### src/rtl/bm_dag3_result_packer_pkg.sv
// Shared constants for the bm_dag3 result packer: default geometry and pointer sizing.
package bm_dag3_result_packer_pkg;

  localparam int unsigned BitsDef  = 2;
  localparam int unsigned PackDef  = 4;
  localparam int unsigned DepthDef = 2;

  // Index bits plus one wrap bit, so full and empty can be told apart.
  function automatic int unsigned ptr_w(input int unsigned depth);
    return $clog2(depth) + 1;
  endfunction

endpackage

### src/rtl/bm_dag3_pack_fifo.sv
// Generic synchronous FIFO, async active-low reset. When empty, data_o holds the last popped word.
module bm_dag3_pack_fifo
  import bm_dag3_result_packer_pkg::*;
#(
  parameter int unsigned Width = 12,
  parameter int unsigned Depth = DepthDef
) (
  input  logic             clk_i,
  input  logic             rst_ni,
  input  logic             push_i,
  input  logic [Width-1:0] data_i,
  input  logic             pop_i,
  output logic [Width-1:0] data_o,
  output logic             full_o,
  output logic             empty_o
);

  localparam int unsigned AddrW = $clog2(Depth);
  localparam int unsigned PtrW  = ptr_w(Depth);

  logic [Width-1:0] mem_q [Depth];
  logic [Width-1:0] last_q;
  logic [PtrW-1:0]  wr_ptr_q, rd_ptr_q;
  logic             push_en, pop_en;
  logic [Width-1:0] head;

  assign empty_o = (wr_ptr_q == rd_ptr_q);
  assign full_o  = (wr_ptr_q[PtrW-1] != rd_ptr_q[PtrW-1]) &&
                   (wr_ptr_q[AddrW-1:0] == rd_ptr_q[AddrW-1:0]);
  assign pop_en  = pop_i & ~empty_o;
  // A pop in the same cycle frees the slot the push lands in.
  assign push_en = push_i & (~full_o | pop_en);
  assign head    = mem_q[rd_ptr_q[AddrW-1:0]];
  assign data_o  = empty_o ? last_q : head;

  always_ff @(posedge clk_i or negedge rst_ni) begin
    if (!rst_ni) begin
      for (int i = 0; i < int'(Depth); i++) mem_q[i] <= '0;
      last_q   <= '0;
      wr_ptr_q <= '0;
      rd_ptr_q <= '0;
    end else begin
      if (push_en) begin
        mem_q[wr_ptr_q[AddrW-1:0]] <= data_i;
        wr_ptr_q                   <= wr_ptr_q + PtrW'(1);
      end
      if (pop_en) begin
        last_q   <= head;
        rd_ptr_q <= rd_ptr_q + PtrW'(1);
      end
    end
  end

endmodule

### src/rtl/bm_dag3_result_packer.sv
// Packs Pack consecutive {out1,out0} samples into one word and queues words in a FIFO.
// Optional BM_DAG3_PACK_PARITY_EN adds a per-entry parity bit presented on out_parity_o.
module bm_dag3_result_packer
  import bm_dag3_result_packer_pkg::*;
#(
  parameter int unsigned Bits  = BitsDef,
  parameter int unsigned Pack  = PackDef,
  parameter int unsigned Depth = DepthDef
) (
  input  logic                         clock_i,
  input  logic                         reset_ni,
  input  logic                         in_valid_i,
  input  logic [Bits-1:0]              in_out0_i,
  input  logic                         in_out1_i,
  input  logic                         flush_i,
  output logic                         out_valid_o,
  input  logic                         out_ready_i,
  output logic [Pack*(Bits+1)-1:0]     out_data_o,
`ifdef BM_DAG3_PACK_PARITY_EN
  output logic                         overflow_o,
  output logic                         out_parity_o
`else
  output logic                         overflow_o
`endif
);

  localparam int unsigned LaneW    = Bits + 1;
  localparam int unsigned WordW    = Pack * LaneW;
  localparam int unsigned LaneCntW = $clog2(Pack);
`ifdef BM_DAG3_PACK_PARITY_EN
  localparam int unsigned FifoW    = WordW + 1;
`else
  localparam int unsigned FifoW    = WordW;
`endif

  logic [LaneCntW-1:0]         lane_q, lane_d;
  logic [(Pack-1)*LaneW-1:0]   pack_q, pack_d;
  logic                        ovf_q, ovf_d;
  logic [LaneW-1:0]            sample;
  logic [WordW-1:0]            word;
  logic [FifoW-1:0]            fifo_wdata, fifo_rdata;
  logic                        last_lane, push, pop, full, empty;

  assign sample    = {in_out1_i, in_out0_i};
  assign word      = {sample, pack_q};
  assign last_lane = (lane_q == LaneCntW'(Pack - 1));
  assign push      = in_valid_i & ~flush_i & last_lane;
  assign pop       = ~empty & out_ready_i;

  always_comb begin
    lane_d = lane_q;
    pack_d = pack_q;
    ovf_d  = ovf_q | (push & full & ~pop);
    if (flush_i) begin
      lane_d = '0;
      pack_d = '0;
    end else if (in_valid_i) begin
      if (last_lane) begin
        lane_d = '0;
        pack_d = '0;
      end else begin
        pack_d[int'(lane_q)*LaneW +: LaneW] = sample;
        lane_d = lane_q + LaneCntW'(1);
      end
    end
  end

  always_ff @(posedge clock_i or negedge reset_ni) begin
    if (!reset_ni) begin
      lane_q <= '0;
      pack_q <= '0;
      ovf_q  <= 1'b0;
    end else begin
      lane_q <= lane_d;
      pack_q <= pack_d;
      ovf_q  <= ovf_d;
    end
  end

`ifdef BM_DAG3_PACK_PARITY_EN
  assign fifo_wdata   = {^word, word};
  assign out_parity_o = ~empty & fifo_rdata[WordW];
`else
  assign fifo_wdata   = word;
`endif

  bm_dag3_pack_fifo #(
    .Width (FifoW),
    .Depth (Depth)
  ) u_fifo (
    .clk_i   (clock_i),
    .rst_ni  (reset_ni),
    .push_i  (push),
    .data_i  (fifo_wdata),
    .pop_i   (pop),
    .data_o  (fifo_rdata),
    .full_o  (full),
    .empty_o (empty)
  );

  assign out_valid_o = ~empty;
  assign out_data_o  = fifo_rdata[WordW-1:0];
  assign overflow_o  = ovf_q;

endmodule

### config.mk
export PLATFORM = sky130hd
export DESIGN_NAME = bm_dag3_result_packer
export DESIGN_NICKNAME = d
export VERILOG_FILES = /design/src/rtl/bm_dag3_result_packer_pkg.sv /design/src/rtl/bm_dag3_pack_fifo.sv /design/src/rtl/bm_dag3_result_packer.sv
export SDC_FILE = /design/constraint.sdc
export NUM_CORES = 1
export LEC_CHECK = 0
export CELL_PAD_IN_SITES_DETAIL_PLACEMENT = 0
export CELL_PAD_IN_SITES_GLOBAL_PLACEMENT = 1
export CORE_MARGIN = 2
export CORE_UTILIZATION = 43
export DETAILED_ROUTE_END_ITERATION = 12
export PLACE_DENSITY = 0.84
export RECOVER_POWER = 25
export SLEW_MARGIN = 5
export SYNTH_ARGS = -nofsm -noshare
export SYNTH_HDL_FRONTEND = slang
export SYNTH_SLANG_ARGS = --single-unit
### constraint.sdc
create_clock -name clock_i -period 1.6 [get_ports clock_i]
set_input_delay 0.24 -clock clock_i [delete_from_list [all_inputs] [get_ports clock_i]]
set_output_delay 0.24 -clock clock_i [all_outputs]
set_load 0.03 [all_outputs]
==> impl.org <==
** Critical path
- Data required time of the critical path :: about 1.4 ns
- The worst setup path is of the reg2out kind.
- Worst EP arrival :: 1.66 ns
- Element type at the critical path end :: output port
- In this run the worst path has a maximum fanout of 10.
- Element type at the critical path start :: flip-flop

** Clock network
- CTS tree :: yes
- Buffer depth of the longest clock path :: 2
- CTS H-tree depth :: 2
- Clock Tree Root :: sky130_fd_sc_hd__clkbuf_8
- For the worst-skew pair, the clock arrives at the later sink with an insertion delay of ~0.30 ns.
- The number of clock buffers added by TritonCTS is 5.
- Clock slew at reported path FFs :: 0.09 ns
- The clock drives between 50 and 60 sinks.

** Run
- Across the run, the number of max-cap violations was 0.

** Yosys
- Fraction of synthesis flops using an asynchronous set or reset pin :: between 90% and 100%
- In this run, synthesis inferred 0 flip-flops with an integrated enable.
- Dominant cell by count in the synthesized netlist :: sky130_fd_sc_hd__dfrtp_1
- Most used flip-flop cell after synthesis :: sky130_fd_sc_hd__dfrtp_1
- Leading cell types by total area after synthesis :: sky130_fd_sc_hd__dfrtp_1 51%, sky130_fd_sc_hd__mux2_2 23%, sky130_fd_sc_hd__mux2_4 5.3%, sky130_fd_sc_hd__ha_1 2.5%, sky130_fd_sc_hd__a22o_1 2.4%
- Cells after Synth :: 175
- The largest total area in the synthesized netlist belongs to sky130_fd_sc_hd__dfrtp_1.
- Top cell type's share of synthesized area :: 51.4%
- Combined area of all synthesized cells :: approximately 2500 sq um
- Post-synthesis area per instance :: roughly 14 sq um
- The synthesized design contains between 50 and 60 register bits.
- The synthesized netlist contains 35 unique library cells.
- Total number of yosys warnings :: 0
- Top cell types by occurrence after synthesis :: 52 x sky130_fd_sc_hd__dfrtp_1, 51 x sky130_fd_sc_hd__mux2_2, 9 x sky130_fd_sc_hd__mux2_4, 7 x sky130_fd_sc_hd__a22o_1, 6 x sky130_fd_sc_hd__inv_1
- Syn_nets :: around 190
- Post-synthesis sequential area ratio :: between 50% and 60%

** Routing
- The first detailed-routing pass took 4 iterations.
- First-iteration detailed-routing DRC count :: 73
- After detailed routing, the total wire length is approximately 5 mm.
- Dividing the detail-routed via count by the number of cells gives ~5.2.
- Summing over every cut layer, the via total after detailed routing is between 1,500 and 2,000.
- Final routed DRC violation total :: 0
- In this run the remaining antenna-violating nets after routing total 0.
- Dividing the detail-routed wire length by the instance count gives roughly 16 um.

** Finish
- Final antenna diode count :: 0
- Seq. cell area :: 1310 sq um
- Layout fillers :: around 460
- The finished cells cover 3410 sq um.
- The net count of the finished layout is between 200 and 250.
- Summing all multi-input logic gate instances after layout gives 1260 sq um.
- Layout overhead on the synthesized area :: 34.6%
- Cells with a size suffix above 1 make up around three fifths of the layout.

** Pwr
- Total power consumption of the routed design :: 0.00379 W
- Part of the total power dissipated in combinational logic :: 40.7%
- Power per cell area :: ~1100 nW/um^2
- Leakage power of the design :: 1.72 nW
- Per report_power, the sequential group accounts for around 40% of the total.
- Net switching is between 30% and 40% of the power.
- The clock network is responsible for 19.0% of the overall power.
- Largest vdd supply drop :: about 510 uV
- Internal Pwr Total :: 0.00256 W
- Net switching component of the power :: approximately 0.0012 W

** Die
- The floorplan step set the die width to 80.8 um.
- During I/O placement, the number of pins put on the boundary was 22.
- The floorplan step set the die height to roughly 81 um.
- In this run the core area contains 27 standard-cell rows.
- Area of the core :: between 5000 and 6000 sq um
- Effective utilization at floorplan :: between 40 and 50%
- The floorplan step defined a die boundary enclosing about 6500 sq um.

** GRT
- GR met3 Demand/Resource :: under 10%
- met2 is the most crowded layer.
- The number of global-route vias before repair was 1,609.
- The first global-routing pass estimated ~8.2 mm of wire.
- For met2 alone, demand over resource in global routing was 27.5%.
- Global route total overflow :: 0
- The initial antenna violation count is 0.
- Largest net degree at the start of global routing :: a little over 40
- Met1 routing resource usage after global routing :: between 20% and 30%
- In the global route stage, overall resource usage came out at 16.8%.

** STA
- The routed design could run at a clock period as short as roughly 1.9 ns.
- Setup violations remaining at the end of the flow were counted as 48.
- The final critical path takes up 118% of the cycle.
- For the pin with the worst max-slew slack, the measured transition is 0.703 ns.
- Relative slew slack :: between 50% and 60%
- Final worst-path setup slack :: -0.295 ns
- Unrepaired setup endpoints after global routing :: yes
- Final hold vios :: 0
- Final Skew :: 0.00906 ns
- Fmax :: 0.528 GHz
- Final Slew Violations :: 0

** Outcome
- The final reports fail on negative setup slack.
- The run finished, with violations left.

** Min path
- Min-Delay Path Class :: reg2reg

** Place
- Routability-driven placement finished with a final weighted congestion of between 0.7 and 0.8.
- Buffers placed on the I/O ports in this run total 21.
- Area after detailed placement :: around 3100 sq um
- Dpl hpwl :: 3.45 mm
## metal layers
metal,routed length [um],part of all wire (%)
met5,0,0
met4,91,1.8
met3,121,2.4
met2,2530,51
met1,2250,45
## repair_timing
| action | CTS | global route |
|---|---|---|
| gates cloned | 2 | 0 |
| pin swaps | 4 | 1 |
| setup endpoints to repair | 51 | 55 |
| endpoints found under the hold margin | 12 | 0 |
| hold buffers | 1 | 0 |
| resized for setup | 97 | 10 |
| buffers inserted | 3 | 2 |
## worst max-delay path, cell delays in order, from the launching register on
cell                      delay [ns]
sky130_fd_sc_hd__dfrtp_2        0.45
sky130_fd_sc_hd__xnor2_4        0.19
sky130_fd_sc_hd__nand2_2        0.10
sky130_fd_sc_hd__buf_12         0.16
sky130_fd_sc_hd__mux2_4         0.30
sky130_fd_sc_hd__buf_6          0.14
## area by class of cell
type | count | area share, %
multi-input combinational | 108 | 37.0
inverter | 6 | 0.660
tap | 72 | 2.64
clock buffer | 5 | 2.02
timing repair buffer | 63 | 19.1
sequential | 52 | 38.3
clock inverter | 2 | 0.367
## layout by cell type (no fill, tap or decap), types with 2 or more instances in the layout
| cell | instances |
|---|---|
| sky130_fd_sc_hd__a22o_1 | 7 |
| sky130_fd_sc_hd__buf_12 | 4 |
| sky130_fd_sc_hd__buf_4 | 31 |
| sky130_fd_sc_hd__buf_6 | 17 |
| sky130_fd_sc_hd__clkbuf_8 | 5 |
| sky130_fd_sc_hd__clkdlybuf4s50_1 | 6 |
| sky130_fd_sc_hd__dfrtp_1 | 49 |
| sky130_fd_sc_hd__dfrtp_2 | 3 |
| sky130_fd_sc_hd__ha_1 | 3 |
| sky130_fd_sc_hd__inv_1 | 3 |
| sky130_fd_sc_hd__inv_2 | 3 |
| sky130_fd_sc_hd__mux2_2 | 41 |
| sky130_fd_sc_hd__mux2_4 | 19 |
| sky130_fd_sc_hd__nor2_1 | 5 |
| sky130_fd_sc_hd__o21a_1 | 2 |
| sky130_fd_sc_hd__o311ai_4 | 2 |
| sky130_fd_sc_hd__xnor2_1 | 4 |
| sky130_fd_sc_hd__xor2_1 | 2 |
## worst paths after layout
kind	slack (ns)	to	cells after the start	from
setup / recovery	-0.30	out_data_o[6]	5	u_fifo.rd_ptr_q[1]
max in group asynchronous	0.14	u_fifo.wr_ptr_q[1]	3	reset_ni
min in group asynchronous	0.49	u_fifo.last_q[3]	2	reset_ni
setup reg to reg	-0.18	u_fifo.mem_q[9]	6	u_fifo.rd_ptr_q[1]
hold / removal	0.46	overflow_o	1	overflow_o
hold reg to reg	0.46	overflow_o	1	overflow_o
## registers in the layout, indices dropped and copies added (netlist names)
register	flops
u_fifo.mem_q	24
pack_q	9
u_fifo.wr_ptr_q	2
lane_q	2
u_fifo.last_q	12
overflow_o	1
u_fifo.rd_ptr_q	2
## power by group through the flow
| stage | Combinational, W | Sequential, W | Clock [W] |
|---|---|---|---|
| after floorplan | 0.000885 | 0.00151 | 0 |
| after global placement | 0.00135 | 0.00153 | 0 |
| after detailed placement | 0.00137 | 0.00154 | 0 |
| after CTS | 0.00154 | 0.00153 | 0.000737 |
| after global routing | 0.00163 | 0.00154 | 0.000796 |
| final | 0.00154 | 0.00152 | 0.000720 |
## stage by stage
step	utilization [%]	hold slack, ns	setup TNS, ns	worst slack, ns	instances
CTS	60.2	0.359	-6.40	-0.292	306
detailed placement	56.2	0.156	-12.78	-0.424	294
finish	60.8	0.458	-6.60	-0.295	308
global route	60.8	0.480	-10.50	-0.358	308
global placement	56.2	0.160	-11.53	-0.407	294
floorplan	-	-0.0556	-0.520	-0.0578	175
## logic make-up (layout without fill, tap and decap cells)
kind of cell / Yosys count / after routing / synth area share [%]
AO/OA/AOI/OAI: 20 / 20 / 7.80
AND/OR/NAND/NOR: 14 / 14 / 3.11
flip-flops: 52 / 52 / 51.4
multiplexers: 61 / 61 / 28.4
adder cells (fa/ha/maj): 5 / 5 / 2.47
XOR/XNOR: 8 / 8 / 3.51
buffers and inverters: 15 / 76 / 3.36
Note: power is estimated with default switching activity, not from simulation.
